## config.mk

```make
export PLATFORM = sky130hd
export DESIGN_NAME = rhd_spi_responder
export DESIGN_NICKNAME = d
export VERILOG_FILES = /design/src/rtl/rhd_pkg.sv /design/src/rtl/rhd_spi_edge_sync.sv /design/src/rtl/rhd_spi_responder.sv
export SDC_FILE = /design/constraint.sdc
export NUM_CORES = 1
export LEC_CHECK = 0
export ABC_AREA = 1
export CAP_MARGIN = 20
export CORE_MARGIN = 1.5
export CORE_UTILIZATION = 40
export CTS_CLUSTER_SIZE = 8
export DETAILED_ROUTE_END_ITERATION = 16
export MAX_ROUTING_LAYER = met4
export SETUP_SLACK_MARGIN = 0.4
export SYNTH_ARGS = -nofsm -noshare
export SYNTH_HDL_FRONTEND = slang
export SYNTH_SLANG_ARGS = --single-unit
export TNS_END_PERCENT = 30
```

## constraint.sdc

```tcl
create_clock -name sysclk -period 9.13 [get_ports sysclk]
set_input_delay 2.739 -clock sysclk [delete_from_list [all_inputs] [get_ports sysclk]]
set_output_delay 2.739 -clock sysclk [all_outputs]
set_load 0.02 [all_outputs]
```

## src/rtl/rhd_pkg.sv

```systemverilog
// Shared constants for the RHD2132 SPI responder: opcodes, special command words,
// register-map indices and the decoded command layout.
package rhd_pkg;

    localparam logic [1:0] OP_CONVERT = 2'b00;
    localparam logic [1:0] OP_SPECIAL = 2'b01;
    localparam logic [1:0] OP_WRITE   = 2'b10;
    localparam logic [1:0] OP_READ    = 2'b11;

    localparam logic [15:0] CMD_CALIBRATE = 16'h5500;
    localparam logic [15:0] CMD_CLEAR     = 16'h6A00;

    localparam logic [4:0] FRAME_BITS = 5'd16;
    localparam logic [5:0] WR_REG_MAX = 6'd17;
    localparam int         N_WR_REGS  = 18;

    localparam logic [5:0] REG_INTAN_FIRST = 6'd40;
    localparam logic [5:0] REG_INTAN_LAST  = 6'd44;
    localparam logic [5:0] REG_DIE_REV     = 6'd60;
    localparam logic [5:0] REG_UNIPOLAR    = 6'd61;
    localparam logic [5:0] REG_N_AMPS      = 6'd62;
    localparam logic [5:0] REG_CHIP_ID     = 6'd63;

    localparam logic [7:0] ASCII_I = 8'd73;
    localparam logic [7:0] ASCII_N = 8'd78;
    localparam logic [7:0] ASCII_T = 8'd84;
    localparam logic [7:0] ASCII_A = 8'd65;

    typedef struct packed {
        logic [1:0] op;
        logic [5:0] addr;
        logic [7:0] data;
    } rhd_cmd_t;

    // Company-name bytes "INTAN" occupy registers 40..44 in order.
    function automatic logic [7:0] intan_byte(input logic [2:0] idx);
        logic [7:0] b;
        case (idx)
            3'd0:    b = ASCII_I;
            3'd1:    b = ASCII_N;
            3'd2:    b = ASCII_T;
            3'd3:    b = ASCII_A;
            3'd4:    b = ASCII_N;
            default: b = 8'h00;
        endcase
        return b;
    endfunction

endpackage

```

## src/rtl/rhd_spi_edge_sync.sv

```systemverilog
// Multi-flop synchronizer for one asynchronous SPI pin with single-cycle rise/fall
// pulses derived from one extra edge-detect flop.
module rhd_spi_edge_sync #(
    parameter int SYNC_STAGES = 2
) (
    input  logic sysclk,
    input  logic rst,
    input  logic din,
    output logic rise,
    output logic fall
);

    logic [SYNC_STAGES-1:0] sync_q;
    logic                   prev_q;
    logic                   level;

    always_ff @(posedge sysclk or posedge rst) begin
        if (rst) begin
            sync_q <= '0;
            prev_q <= 1'b0;
        end else begin
            sync_q <= {sync_q[SYNC_STAGES-2:0], din};
            prev_q <= level;
        end
    end

    assign level = sync_q[SYNC_STAGES-1];
    assign rise  = level & ~prev_q;
    assign fall  = ~level & prev_q;

endmodule

```

## src/rtl/rhd_spi_responder.sv

```systemverilog
// RHD2132 SPI responder with 64x8 register map and two-frame response pipeline.
// Define RHD_RESP_CONVERT_PATTERN_EN to return {channel, conversion count} for CONVERT.
module rhd_spi_responder
    import rhd_pkg::*;
#(
    parameter int         SYNC_STAGES = 2,
    parameter logic [7:0] CHIP_ID     = 8'd1,
    parameter logic [7:0] N_AMPS      = 8'd32,
    parameter logic [7:0] DIE_REV     = 8'd0
) (
    input  logic        sysclk,
    input  logic        rst,
    input  logic        rhd_cs,
    input  logic        rhd_sck,
    input  logic        rhd_mosi,
    output logic        rhd_miso,
    output logic        frame_done,
    output logic        frame_err,
    output logic [15:0] last_cmd
);

    localparam logic [1:0] ST_IDLE   = 2'd0;
    localparam logic [1:0] ST_SHIFT  = 2'd1;
    localparam logic [1:0] ST_DECODE = 2'd2;

    logic cs_rise, cs_fall, sck_rise, sck_fall;
    logic [SYNC_STAGES-1:0] mosi_sync_q;
    logic mosi_s;

    logic [1:0]  state_q;
    logic [4:0]  bit_cnt_q;
    logic [15:0] rx_q;
    logic [15:0] tx_q;
    logic [15:0] resp_new_q;
    logic [15:0] resp_old_q;
    logic [7:0]  regs_q [N_WR_REGS];

    rhd_cmd_t    cmd;
    logic [7:0]  rd_data;
    logic [15:0] resp;
    logic        frame_ok;

`ifdef RHD_RESP_CONVERT_PATTERN_EN
    logic [9:0] conv_cnt_q;
`endif

    rhd_spi_edge_sync #(.SYNC_STAGES(SYNC_STAGES)) u_cs_sync (
        .sysclk (sysclk),
        .rst    (rst),
        .din    (rhd_cs),
        .rise   (cs_rise),
        .fall   (cs_fall)
    );

    rhd_spi_edge_sync #(.SYNC_STAGES(SYNC_STAGES)) u_sck_sync (
        .sysclk (sysclk),
        .rst    (rst),
        .din    (rhd_sck),
        .rise   (sck_rise),
        .fall   (sck_fall)
    );

    // MOSI has the same depth as the SCLK level path so the sampled bit lines up with sck_rise.
    always_ff @(posedge sysclk or posedge rst) begin
        if (rst) begin
            mosi_sync_q <= '0;
        end else begin
            mosi_sync_q <= {mosi_sync_q[SYNC_STAGES-2:0], rhd_mosi};
        end
    end

    assign mosi_s   = mosi_sync_q[SYNC_STAGES-1];
    assign cmd      = rx_q;
    assign frame_ok = (bit_cnt_q == FRAME_BITS);

    always_comb begin
        rd_data = 8'h00;
        if (cmd.addr <= WR_REG_MAX) begin
            rd_data = regs_q[cmd.addr[4:0]];
        end else if (cmd.addr >= REG_INTAN_FIRST && cmd.addr <= REG_INTAN_LAST) begin
            rd_data = intan_byte(3'(cmd.addr - REG_INTAN_FIRST));
        end else if (cmd.addr == REG_DIE_REV) begin
            rd_data = DIE_REV;
        end else if (cmd.addr == REG_UNIPOLAR) begin
            rd_data = 8'd1;
        end else if (cmd.addr == REG_N_AMPS) begin
            rd_data = N_AMPS;
        end else if (cmd.addr == REG_CHIP_ID) begin
            rd_data = CHIP_ID;
        end
    end

    always_comb begin
        resp = 16'h0000;
        case (cmd.op)
            OP_READ:    resp = {8'h00, rd_data};
            OP_WRITE:   resp = {8'hFF, cmd.data};
`ifdef RHD_RESP_CONVERT_PATTERN_EN
            OP_CONVERT: resp = {cmd.addr, conv_cnt_q};
`else
            OP_CONVERT: resp = 16'h8000;
`endif
            // CALIBRATE, CLEAR and every other 01 code answer with zero.
            OP_SPECIAL: resp = 16'h0000;
            default:    resp = 16'h0000;
        endcase
    end

    always_ff @(posedge sysclk or posedge rst) begin
        if (rst) begin
            state_q    <= ST_IDLE;
            bit_cnt_q  <= '0;
            rx_q       <= '0;
            tx_q       <= '0;
            rhd_miso   <= 1'b0;
            frame_done <= 1'b0;
            frame_err  <= 1'b0;
            last_cmd   <= '0;
            resp_new_q <= '0;
            resp_old_q <= '0;
        end else begin
            frame_done <= 1'b0;
            frame_err  <= 1'b0;
            case (state_q)
                ST_IDLE: begin
                    if (cs_fall) begin
                        state_q   <= ST_SHIFT;
                        bit_cnt_q <= '0;
                        rx_q      <= '0;
                        tx_q      <= resp_old_q;
                        rhd_miso  <= resp_old_q[15];
                    end
                end
                ST_SHIFT: begin
                    if (sck_rise) begin
                        rx_q <= {rx_q[14:0], mosi_s};
                        if (bit_cnt_q != 5'd31) begin
                            bit_cnt_q <= bit_cnt_q + 5'd1;
                        end
                    end
                    if (sck_fall) begin
                        tx_q     <= {tx_q[14:0], 1'b0};
                        rhd_miso <= tx_q[14];
                    end
                    // An SCLK edge in the same cycle as CS rise is applied above before decode.
                    if (cs_rise) begin
                        state_q <= ST_DECODE;
                    end
                end
                ST_DECODE: begin
                    state_q <= ST_IDLE;
                    if (frame_ok) begin
                        frame_done <= 1'b1;
                        last_cmd   <= rx_q;
                        resp_old_q <= resp_new_q;
                        resp_new_q <= resp;
                    end else begin
                        frame_err <= 1'b1;
                    end
                end
                default: state_q <= ST_IDLE;
            endcase
        end
    end

    always_ff @(posedge sysclk or posedge rst) begin
        if (rst) begin
            for (int i = 0; i < N_WR_REGS; i++) begin
                regs_q[i] <= 8'h00;
            end
        end else if (state_q == ST_DECODE && frame_ok && cmd.op == OP_WRITE
                     && cmd.addr <= WR_REG_MAX) begin
            regs_q[cmd.addr[4:0]] <= cmd.data;
        end
    end

`ifdef RHD_RESP_CONVERT_PATTERN_EN
    always_ff @(posedge sysclk or posedge rst) begin
        if (rst) begin
            conv_cnt_q <= '0;
        end else if (state_q == ST_DECODE && frame_ok && cmd.op == OP_CONVERT) begin
            conv_cnt_q <= conv_cnt_q + 10'd1;
        end
    end
`endif

endmodule

```

==> results of run 1 <==
[cells in the final DEF (no fill, tap or decap), types with 3 or more instances in the layout]
cell type	count
nand2_1	579
dfrtp_1	228
o21ai_0	215
inv_1	60
clkbuf_16	35
nand3_1	27
clkdlybuf4s50_1	23
nor2_1	21
a21oi_1	15
nand4_1	8
buf_4	8
o211ai_1	7
a22o_1	7
nand2_2	6
nor3_1	5
o21ai_1	5
nor2_2	3
inv_2	3
nand3_4	3
a31oi_1	3
a211oi_1	3
ha_1	3
[per-layer routing]
metal	up-vias	GRT usage [%]
met3	47	2.85
li1	4100	-
met4	0	6.24
met2	183	30.2
met5	-	-
met1	3812	28.3
[registers in the layout, summed over array words and instances, names as in the netlist]
signal	flops
resp_new_q	10
u_sck_sync.sync_q	2
frame_err	1
rhd_miso	1
u_cs_sync.sync_q	2
u_sck_sync.prev_q	1
cmd	16
regs_q	144
last_cmd	16
resp_old_q	10
bit_cnt_q	5
mosi_sync_q	2
state_q	2
u_cs_sync.prev_q	1
frame_done	1
tx_q	15
[how the worst max path moves through the flow]
stage / from / endpoint / slack [ps] / depth (start not counted)
6_report: rst / cmd[8] / 4850 / 4
5_1_grt: rst / cmd[8] / 4570 / 4
4_1_cts: rst / cmd[8] / 4770 / 4
3_5_place_dp: rst / cmd[8] / 4260 / 4
3_3_place_gp: rst / cmd[8] / 4230 / 4
2_1_floorplan: rst / bit_cnt_q[0] / 3400 / 1
[critical path: stages]
cell and delay (ps):
clkdlybuf4s50_1 440, clkinvlp_4 70, buf_4 600, buf_12 640
[stage by stage]
stage	area [um2]	worst slack [ps]	instances	util [%]
3_5_place_dp	10800	4260	1579	42.5
5_1_grt	11700	4570	1618	46.1
2_1_floorplan	10400	3400	1299	-
3_3_place_gp	10800	4230	1579	42.5
6_report	11700	4850	1618	46.1
4_1_cts	11700	4770	1618	46.1
[power by group]
part	switching [mW]	internal (mW)
sequential	0.0145	1.05
clock	0.408	0.682
combinational	0.108	0.0319
total	0.531	1.76
[cell families (layout without fill, tap and decap cells)]
group | count (synthesis) | after routing | share of synthesized area [%]
AOI/OAI and AO/OA | 260 | 260 | 13.2
adders and majority gates | 3 | 3 | 0.362
buffers and inverters | 148 | 137 | 5.77
and+or+nand+nor | 659 | 659 | 25.5
DFF | 229 | 229 | 55.2
[final cells by class]
type / instances / area, um2
sequential: 229 / 5730
timing repair buffer: 32 / 310
fill: 2528 / 13700
clock buffer: 38 / 897
multi-input combinational: 922 / 4060
tap: 330 / 413
clock inverter: 1 / 8.76
inverter: 66 / 251
==> results_tabular.tex, run 1 <==
\begin{tabular}{lr}
\hline
Metric & Value \\
\hline
\multicolumn{2}{l}{\textbf{Status}} \\
Run status & finished, final reports clean \\
\multicolumn{2}{l}{\textbf{Logic synthesis}} \\
Most numerous cell in the Yosys netlist & nand2\_1 \\
Post-synth net total & between 1,000 and 1,500 \\
Sequential element share of the synthesized area & between 50\% and 60\% \\
Synth Flop Type & dfrtp\_1 \\
Post-synth EDFFs & 0 \\
Netlist Area Pre-Place & approximately 10,000 um2 \\
Syn avg cell area & approximately 8 um2 \\
Dominant cells by area after synthesis & dfrtp\_1, nand2\_1, o21ai\_0, inv\_1, clkbuf\_1 \\
Share of the synthesized area in the top cell type & around 55\% \\
Most instantiated cells after synthesis & nand2\_1, dfrtp\_1, o21ai\_0 \\
Instance count of the mapped netlist & between 1,000 and 1,500 \\
Async set-or-reset flop fraction in the synthesized netlist & 100\% \\
Unique masters post-synth & 35 \\
Warning count from the yosys run & 0 \\
Total of flip-flops plus latches after synthesis & about 230 \\
Post-synthesis cell type with the largest combined area & dfrtp\_1 \\
\multicolumn{2}{l}{\textbf{Place}} \\
Number of port buffers & 23 \\
Final weighted congestion in routability-driven placement & 0.845 \\
Half-perimeter wire length after detailed placement & 14,700 um \\
\multicolumn{2}{l}{\textbf{STA}} \\
Smallest hold slack & 344 ps \\
Fmax & $\sim$230 MHz \\
Total count of hold-check failures in the final report & 0 \\
Total Negative Setup Slacks & 0 ps \\
Worst setup skew after layout & roughly 10 ps \\
Period utilisation layout & 46.9\% \\
Pins Over Slew Limit & 0 \\
Worst-Margin Slew & between 1000 and 1500 ps \\
Final setup violation count & 0 \\
Slew Limit Headroom & a little under a third \\
Post-route minimum period & 4280 ps \\
Unrepaired setup endpoints after global routing & no \\
\multicolumn{2}{l}{\textbf{Finish}} \\
Fraction of final layout cells sized beyond drive strength 1 & approximately 5.3\% \\
Number of nets in the finished design & between 1,000 and 1,500 \\
Antenna Cells & 0 \\
Area overhead of the layout relative to synthesis & 12.4\% \\
\multicolumn{2}{l}{\textbf{Detailed routing}} \\
Highest routing layer actually used & met4 \\
Length of routed met3 wiring & $\sim$1200 um \\
Met1 Routed Length & 12,300 um \\
Detailed Routing Iterations Pass 1 & 6 \\
Number of vias in the routed layout & approximately 8,100 \\
Wire length after detailed routing & about 25,000 um \\
Via/cell ratio & 5.03 \\
Total length of routed met2 wires & 10,900 um \\
Count of routing violations after the opening detailed-route iteration & just under 800 \\
Post-detailed-route count of antenna-violating nets & 0 \\
Per-cell routed wire length & 15.4 um \\
DR DRC count & 0 \\
\multicolumn{2}{l}{\textbf{Floorplanning}} \\
Core Rows & 58 \\
Area of the core & approximately 25,000 um2 \\
Die Outline Area & $\sim$27,000 um2 \\
Initial core utilization & roughly 40\% \\
Die H & 164 um \\
Number of top-level pins & 24 \\
Die width & 164 um \\
\multicolumn{2}{l}{\textbf{Clock tree}} \\
TritonCTS buffer count & 34 \\
Clock Sinks & $\sim$230 \\
CTS tree & done \\
Clock latency of the later-clocked register in the worst-skew pair & 490 ps \\
CTS Buffer Depth & 3 \\
Root Buffer Master & clkbuf\_16 \\
Clock Pin Slew Worst Setup and Hold Paths & 50 ps \\
Hold-fix buffers, CTS & 0 \\
Resized Gates After CTS & 0 \\
H-tree depth & 2 \\
Setup fix buffers added after clock tree synthesis & 0 \\
\multicolumn{2}{l}{\textbf{Global routing}} \\
Largest net degree at the start of global routing & roughly 170 \\
First-pass GRT wire length & $\sim$42,000 um \\
Antenna violations before repair & 0 \\
Number of global-route vias before repair & 7,711 \\
Gr usage total & a little over 20\% \\
Final global-route overflow total & 0 \\
\multicolumn{2}{l}{\textbf{Worst setup path}} \\
Worst reg2reg startpoint & bit\_cnt\_q[0] \\
Number of cells traversed by the worst register-to-register path & 11 \\
Endpoint of the most critical register-to-register path & regs\_q[134] \\
Category of the worst setup path capture point & async pin \\
Biggest fanout along the worst timing path & 168 \\
Startpoint type of the worst setup path & input pin \\
Register-to-register setup slack & between 5000 and 6000 ps \\
Worst EP arrival & around 4700 ps \\
Required time at the endpoint of the critical path & 9540 ps \\
Setup CP Type & input pin to async pin \\
\multicolumn{2}{l}{\textbf{Worst hold path}} \\
Hold Path Class & flop to flop \\
Start point of the worst min-delay path & u\_cs\_sync.sync\_q[0] \\
Hold path cells & 0 \\
Worst Hold End & u\_cs\_sync.sync\_q[1] \\
\multicolumn{2}{l}{\textbf{Power and ir drop}} \\
Leakage dissipation & between 5 and 6 nW \\
Power Density & 196 nW/um2 \\
Maximum VDD drop & $\sim$0.12 mV \\
Overall power consumption & between 2 and 2.5 mW \\
\multicolumn{2}{l}{\textbf{Job}} \\
Count of max-cap constraint violations & 0 \\
\hline
\end{tabular}
(Power assumes the default switching activity.)
==> run 2, diff against run 1 <==
==> constraint.sdc (replaced) <==
create_clock -name sysclk -period 3.5 [get_ports sysclk]
set_input_delay 1.05 -clock sysclk [delete_from_list [all_inputs] [get_ports sysclk]]
set_output_delay 1.05 -clock sysclk [all_outputs]
set_load 0.02 [all_outputs]
==> results_tabular.tex, run 2 (synthesis gave the netlist of run 1 again) <==
\begin{tabular}{lr}
\hline
Metric & Value \\
\hline
\multicolumn{2}{l}{\textbf{Finish}} \\
Largest register by flop count & regs\_q \\
Number of flip-flops in the largest register & 144 \\
Most frequent standard cell in the layout excluding fill and tap cells & nand2\_1 \\
Commonest non-fill, non-tap cells in the layout & nand2\_1, dfrtp\_1, o21ai\_0 \\
Antenna Cells & 0 \\
Summed area of non-filler cells in the final layout & around 12,000 um2 \\
Area overhead of the layout relative to synthesis & 14.3\% \\
Layout Utilization & a little under half \\
Fraction of final layout cells sized beyond drive strength 1 & approximately 6.4\% \\
Biggest registers after layout & regs\_q x144, cmd x16, last\_cmd x16 \\
Number of nets in the finished design & 1,308 \\
\multicolumn{2}{l}{\textbf{Place}} \\
Half-perimeter wire length after detailed placement & between 15,000 and 20,000 um \\
Cell Area, Placed & between 10,000 and 15,000 um2 \\
Number of port buffers & 23 \\
Final weighted congestion in routability-driven placement & just under 0.9 \\
Post-placement setup slack & between 400 and 500 ps \\
\multicolumn{2}{l}{\textbf{Detailed routing}} \\
Detailed Routing Iterations Pass 1 & 5 \\
Post-detailed-route count of antenna-violating nets & 0 \\
DR DRC count & 0 \\
Count of routing violations after the opening detailed-route iteration & about 900 \\
Per-cell routed wire length & 16.3 um \\
Number of vias in the routed layout & about 8,400 \\
Wire length after detailed routing & between 20,000 and 30,000 um \\
Via/cell ratio & 5.15 \\
\multicolumn{2}{l}{\textbf{Global routing}} \\
Number of global-route vias before repair & about 8,000 \\
Gr usage total & 21.5\% \\
First-pass GRT wire length & 43,800 um \\
Final global-route overflow total & 0 \\
Antenna violations before repair & 0 \\
Largest net degree at the start of global routing & 70 \\
\multicolumn{2}{l}{\textbf{Clock tree}} \\
Resized Gates After CTS & 0 \\
Clock latency of the later-clocked register in the worst-skew pair & approximately 500 ps \\
H-tree depth & 2 \\
Clock Pin Slew Worst Setup and Hold Paths & roughly 50 ps \\
Clock Sinks & 229 \\
Hold-fix buffers, CTS & 0 \\
CTS tree & done \\
Root Buffer Master & clkbuf\_16 \\
Setup fix buffers added after clock tree synthesis & 0 \\
CTS Buffer Depth & 3 \\
TritonCTS buffer count & 34 \\
\multicolumn{2}{l}{\textbf{STA}} \\
Worst-Margin Slew & $\sim$990 ps \\
Post-route minimum period & $\sim$3000 ps \\
Final setup violation count & 0 \\
Pins Over Slew Limit & 0 \\
Total count of hold-check failures in the final report & 0 \\
Slew Limit Headroom & between 30\% and 40\% \\
Unrepaired setup endpoints after global routing & yes \\
Worst setup skew after layout & between 15 and 20 ps \\
Fmax & approximately 330 MHz \\
Worst Setup Slack, final & a little under 500 ps \\
Period utilisation layout & between 80\% and 90\% \\
\multicolumn{2}{l}{\textbf{Floorplanning}} \\
Die width & 164 um \\
Core Rows & 58 \\
Number of top-level pins & 24 \\
Area of the core & between 20,000 and 30,000 um2 \\
Initial core utilization & between 40\% and 50\% \\
Die H & about 160 um \\
Die Outline Area & around 27,000 um2 \\
\multicolumn{2}{l}{\textbf{Worst setup path}} \\
Ordered list of cells on the worst path & nor2\_2, nand2\_1, a21oi\_1, inv\_1, nor2\_4, nand4\_1, o21ai\_0 \\
Number of cells traversed by the worst register-to-register path & 7 \\
Category of the worst setup path capture point & flop \\
Worst reg2reg startpoint & cmd[10] \\
Worst EP arrival & roughly 3400 ps \\
Register-to-register setup slack & 490 ps \\
Slowest Stage Delay on Critical Path & 620 ps \\
Biggest fanout along the worst timing path & 18 \\
Setup CP Type & flop to flop \\
Startpoint type of the worst setup path & flop \\
Worst setup startpoint & cmd[10] \\
Endpoint of the most critical register-to-register path & regs\_q[126] \\
Critical path's slowest cell & nand4\_1 \\
Required time at the endpoint of the critical path & 3890 ps \\
\multicolumn{2}{l}{\textbf{Power and ir drop}} \\
Maximum VDD drop & 0.341 mV \\
Power Density & between 500 and 600 nW/um2 \\
Leakage dissipation & approximately 5.7 nW \\
\multicolumn{2}{l}{\textbf{Job}} \\
Count of max-cap constraint violations & 0 \\
\multicolumn{2}{l}{\textbf{Status}} \\
Run status & finished, final reports clean \\
\multicolumn{2}{l}{\textbf{Worst hold path}} \\
Hold Path Class & flop to flop \\
Worst Hold End & u\_cs\_sync.sync\_q[1] \\
Start point of the worst min-delay path & u\_cs\_sync.sync\_q[0] \\
Hold path cells & 0 \\
\hline
\end{tabular}
-- run 2: worst max path at each step --
stage | slack, ps | endpoint | depth (start not counted)
4_1_cts | 440 | regs_q[38] | 7
3_5_place_dp | 460 | regs_q[38] | 7
6_report | 490 | regs_q[126] | 7
5_1_grt | 190 | regs_q[122] | 7
3_3_place_gp | 600 | regs_q[132] | 7
2_1_floorplan | -540 | bit_cnt_q[0] | 1
-- run 2: layer usage --
layer	share of wire, %	wire (um)	global-route usage (%)	vias up
met5	0	0	-	-
met4	2.5	679	6.86	0
met3	5.3	1410	2.90	47
met2	45	11900	31.9	214
met1	48	12700	30.3	4020
li1	-	-	-	4128
-- run 2: worst max-delay path, delay by kind of cell (launching register included) --
family | cells | cell delay (ps)
simple gates | 4 | 1770
compound gates | 2 | 520
flops | 1 | 490
buf+inv | 1 | 110
-- run 2: layout make-up --
cell class	instances	area (um2)
fillers	2422	13500
repair buffers	47	473
flip-flops and latches	229	5730
clock buffers	38	930
inverters	66	251
well taps	330	413
clock inverters	1	5.00
multi-input cells	922	4060
-- run 2: stage by stage --
| step | total power, mW | TNS [ps] | hold slack [ps] | instances |
|---|---|---|---|---|
| 3_5_place_dp | 3.21 | 0 | 347 | 1590 |
| 3_3_place_gp | 3.20 | 0 | 333 | 1590 |
| 5_1_grt | 6.34 | 0 | 364 | 1633 |
| 4_1_cts | 6.16 | 0 | 353 | 1629 |
| 6_report | 6.08 | 0 | 351 | 1633 |
| 2_1_floorplan | 3.06 | -124570 | 331 | 1299 |
-- run 2: where the power goes --
group | internal [mW] | switching [mW] | leakage, nW | total (mW)
combinational | 0.0920 | 0.289 | 2.10 | 0.381
sequential | 2.74 | 0.0392 | 3.17 | 2.78
clock | 1.84 | 1.09 | 0.461 | 2.93
==> run 3, diff against run 2 <==
--- a/config.mk
+++ b/config.mk
@@ -12,6 +12,7 @@
 export CTS_CLUSTER_SIZE = 8
 export DETAILED_ROUTE_END_ITERATION = 16
 export MAX_ROUTING_LAYER = met4
+export PLACE_DENSITY_LB_ADDON = 0.15
 export SETUP_SLACK_MARGIN = 0.4
 export SYNTH_ARGS = -nofsm -noshare
 export SYNTH_HDL_FRONTEND = slang
==> results_tabular.tex, run 3 (synthesis gave the netlist of run 1 again) <==
\begin{tabular}{lr}
\hline
Metric & Value \\
\hline
\multicolumn{2}{l}{\textbf{Status}} \\
Run status & finished, final reports clean \\
\multicolumn{2}{l}{\textbf{STA}} \\
Smallest hold slack & between 300 and 400 ps \\
Period utilisation layout & 83.2\% \\
Final setup violation count & 0 \\
Worst setup skew after layout & 20.7 ps \\
Slew Limit Headroom & around a third \\
Post-route minimum period & slightly below 3000 ps \\
Total count of hold-check failures in the final report & 0 \\
Worst Setup Slack, final & between 500 and 600 ps \\
Worst-Margin Slew & 981 ps \\
Fmax & around 340 MHz \\
Unrepaired setup endpoints after global routing & yes \\
Pins Over Slew Limit & 0 \\
\multicolumn{2}{l}{\textbf{Job}} \\
Count of max-cap constraint violations & 0 \\
\multicolumn{2}{l}{\textbf{Global routing}} \\
Largest net degree at the start of global routing & 83 \\
Number of global-route vias before repair & roughly 7,900 \\
Antenna violations before repair & 0 \\
Gr usage total & a little over a fifth \\
First-pass GRT wire length & about 44,000 um \\
Final global-route overflow total & 0 \\
\multicolumn{2}{l}{\textbf{Power and ir drop}} \\
Maximum VDD drop & between 0.3 and 0.4 mV \\
Power Density & $\sim$510 nW/um2 \\
Leakage dissipation & 5.70 nW \\
\multicolumn{2}{l}{\textbf{Place}} \\
Post-placement setup slack & approximately 470 ps \\
Number of port buffers & 23 \\
Half-perimeter wire length after detailed placement & between 15,000 and 20,000 um \\
Final weighted congestion in routability-driven placement & just over 0.8 \\
\multicolumn{2}{l}{\textbf{Worst hold path}} \\
Hold Path Class & flop to flop \\
Start point of the worst min-delay path & u\_cs\_sync.sync\_q[0] \\
Hold path cells & 0 \\
Worst Hold End & u\_cs\_sync.sync\_q[1] \\
\multicolumn{2}{l}{\textbf{Finish}} \\
Commonest non-fill, non-tap cells in the layout & nand2\_1, dfrtp\_1, o21ai\_0 \\
Fraction of final layout cells sized beyond drive strength 1 & around 6.2\% \\
Most frequent standard cell in the layout excluding fill and tap cells & nand2\_1 \\
Largest register by flop count & regs\_q \\
Number of nets in the finished design & 1,305 \\
Layout fillers & $\sim$2,500 \\
Area overhead of the layout relative to synthesis & 13.8\% \\
Antenna Cells & 0 \\
Number of flip-flops in the largest register & 144 \\
Biggest registers after layout & regs\_q x144, cmd x16, last\_cmd x16 \\
\multicolumn{2}{l}{\textbf{Detailed routing}} \\
Detailed Routing Iterations Pass 1 & 5 \\
Per-cell routed wire length & 16.2 um \\
Post-detailed-route count of antenna-violating nets & 0 \\
Number of vias in the routed layout & 8,322 \\
DR DRC count & 0 \\
Via/cell ratio & 5.10 \\
Wire length after detailed routing & roughly 26,000 um \\
Count of routing violations after the opening detailed-route iteration & 724 \\
\multicolumn{2}{l}{\textbf{Clock tree}} \\
H-tree depth & 2 \\
TritonCTS buffer count & 34 \\
Setup fix buffers added after clock tree synthesis & 0 \\
Clock Sinks & approximately 230 \\
Hold-fix buffers, CTS & 0 \\
Clock Pin Slew Worst Setup and Hold Paths & $\sim$50 ps \\
Root Buffer Master & clkbuf\_16 \\
Resized Gates After CTS & 0 \\
Clock latency of the later-clocked register in the worst-skew pair & 510 ps \\
CTS Buffer Depth & 3 \\
CTS tree & done \\
\multicolumn{2}{l}{\textbf{Worst setup path}} \\
Number of cells traversed by the worst register-to-register path & 8 \\
Worst reg2reg startpoint & cmd[10] \\
Required time at the endpoint of the critical path & about 3900 ps \\
Slowest Stage Delay on Critical Path & 680 ps \\
Worst EP arrival & about 3300 ps \\
Biggest fanout along the worst timing path & 18 \\
Startpoint type of the worst setup path & flop \\
Endpoint of the most critical register-to-register path & regs\_q[38] \\
Ordered list of cells on the worst path & nor2\_2, buf\_4, nand2\_1, a21oi\_1, inv\_1, nor2\_4, nand4\_1, o21ai\_0 \\
Critical path's slowest cell & nand4\_1 \\
Setup CP Type & flop to flop \\
Category of the worst setup path capture point & flop \\
Register-to-register setup slack & between 500 and 600 ps \\
\multicolumn{2}{l}{\textbf{Floorplanning}} \\
Die width & between 150 and 200 um \\
Die H & $\sim$160 um \\
Number of top-level pins & 24 \\
Area of the core & approximately 25,000 um2 \\
Die Outline Area & about 27,000 um2 \\
Core Rows & 58 \\
Initial core utilization & 41.0\% \\
\hline
\end{tabular}
## run 3: worst max-delay path, delay by kind of cell (launching register included)
| kind | cells | cell delay (ps) |
|---|---|---|
| buffers and inverters | 2 | 320 |
| flip-flops | 1 | 500 |
| AO/OA/AOI/OAI | 2 | 500 |
| AND/OR/NAND/NOR | 4 | 1470 |
## run 3: final cells by class
cell class | instances | area, um2 | area share (%)
clock buffers | 38 | 897 | 7.59
clock inverters | 2 | 32.5 | 0.275
inverters | 66 | 251 | 2.13
multi-input cells | 922 | 4070 | 34.4
flip-flops and latches | 229 | 5730 | 48.5
well taps | 330 | 413 | 3.49
repair buffers | 44 | 425 | 3.60
## run 3: how the worst max path moves through the flow
stage / start / to / depth (start not counted)
6_report: cmd[10] / regs_q[38] / 8
5_1_grt: cmd[10] / regs_q[33] / 8
3_5_place_dp: cmd[10] / regs_q[134] / 8
3_3_place_gp: cmd[10] / regs_q[135] / 8
4_1_cts: cmd[10] / regs_q[134] / 8
2_1_floorplan: rst / bit_cnt_q[0] / 1
## run 3: per-layer routing
layer  routed length [um]  global-route usage (%)  part of all wire (%)  vias to the layer above
met5                    0                       -                     0                        -
met4                  524                    5.58                   2.0                        0
met3                 1340                    2.93                   5.1                       44
met2                11500                    31.4                    44                      184
met1                13100                    31.1                    49                     3966
li1                     -                       -                     -                     4128
## run 3: where the power goes
| group | internal, mW | total, mW | leakage, nW | switching [mW] |
|---|---|---|---|---|
| registers | 2.74 | 2.77 | 3.17 | 0.0377 |
| logic | 0.0912 | 0.383 | 2.08 | 0.292 |
| clock network | 1.79 | 2.91 | 0.455 | 1.12 |
## run 3: per-stage QoR
step / setup TNS (ps) / instance area, um2 / utilization [%] / std cells / power [mW]
floorplan: -124570 / 10400 / - / 1299 / 3.06
global placement: 0 / 10900 / 42.9 / 1586 / 3.20
detailed placement: 0 / 10900 / 42.9 / 1586 / 3.21
CTS: 0 / 11800 / 46.5 / 1626 / 6.16
global route: 0 / 11800 / 46.7 / 1631 / 6.32
finish: 0 / 11800 / 46.7 / 1631 / 6.07
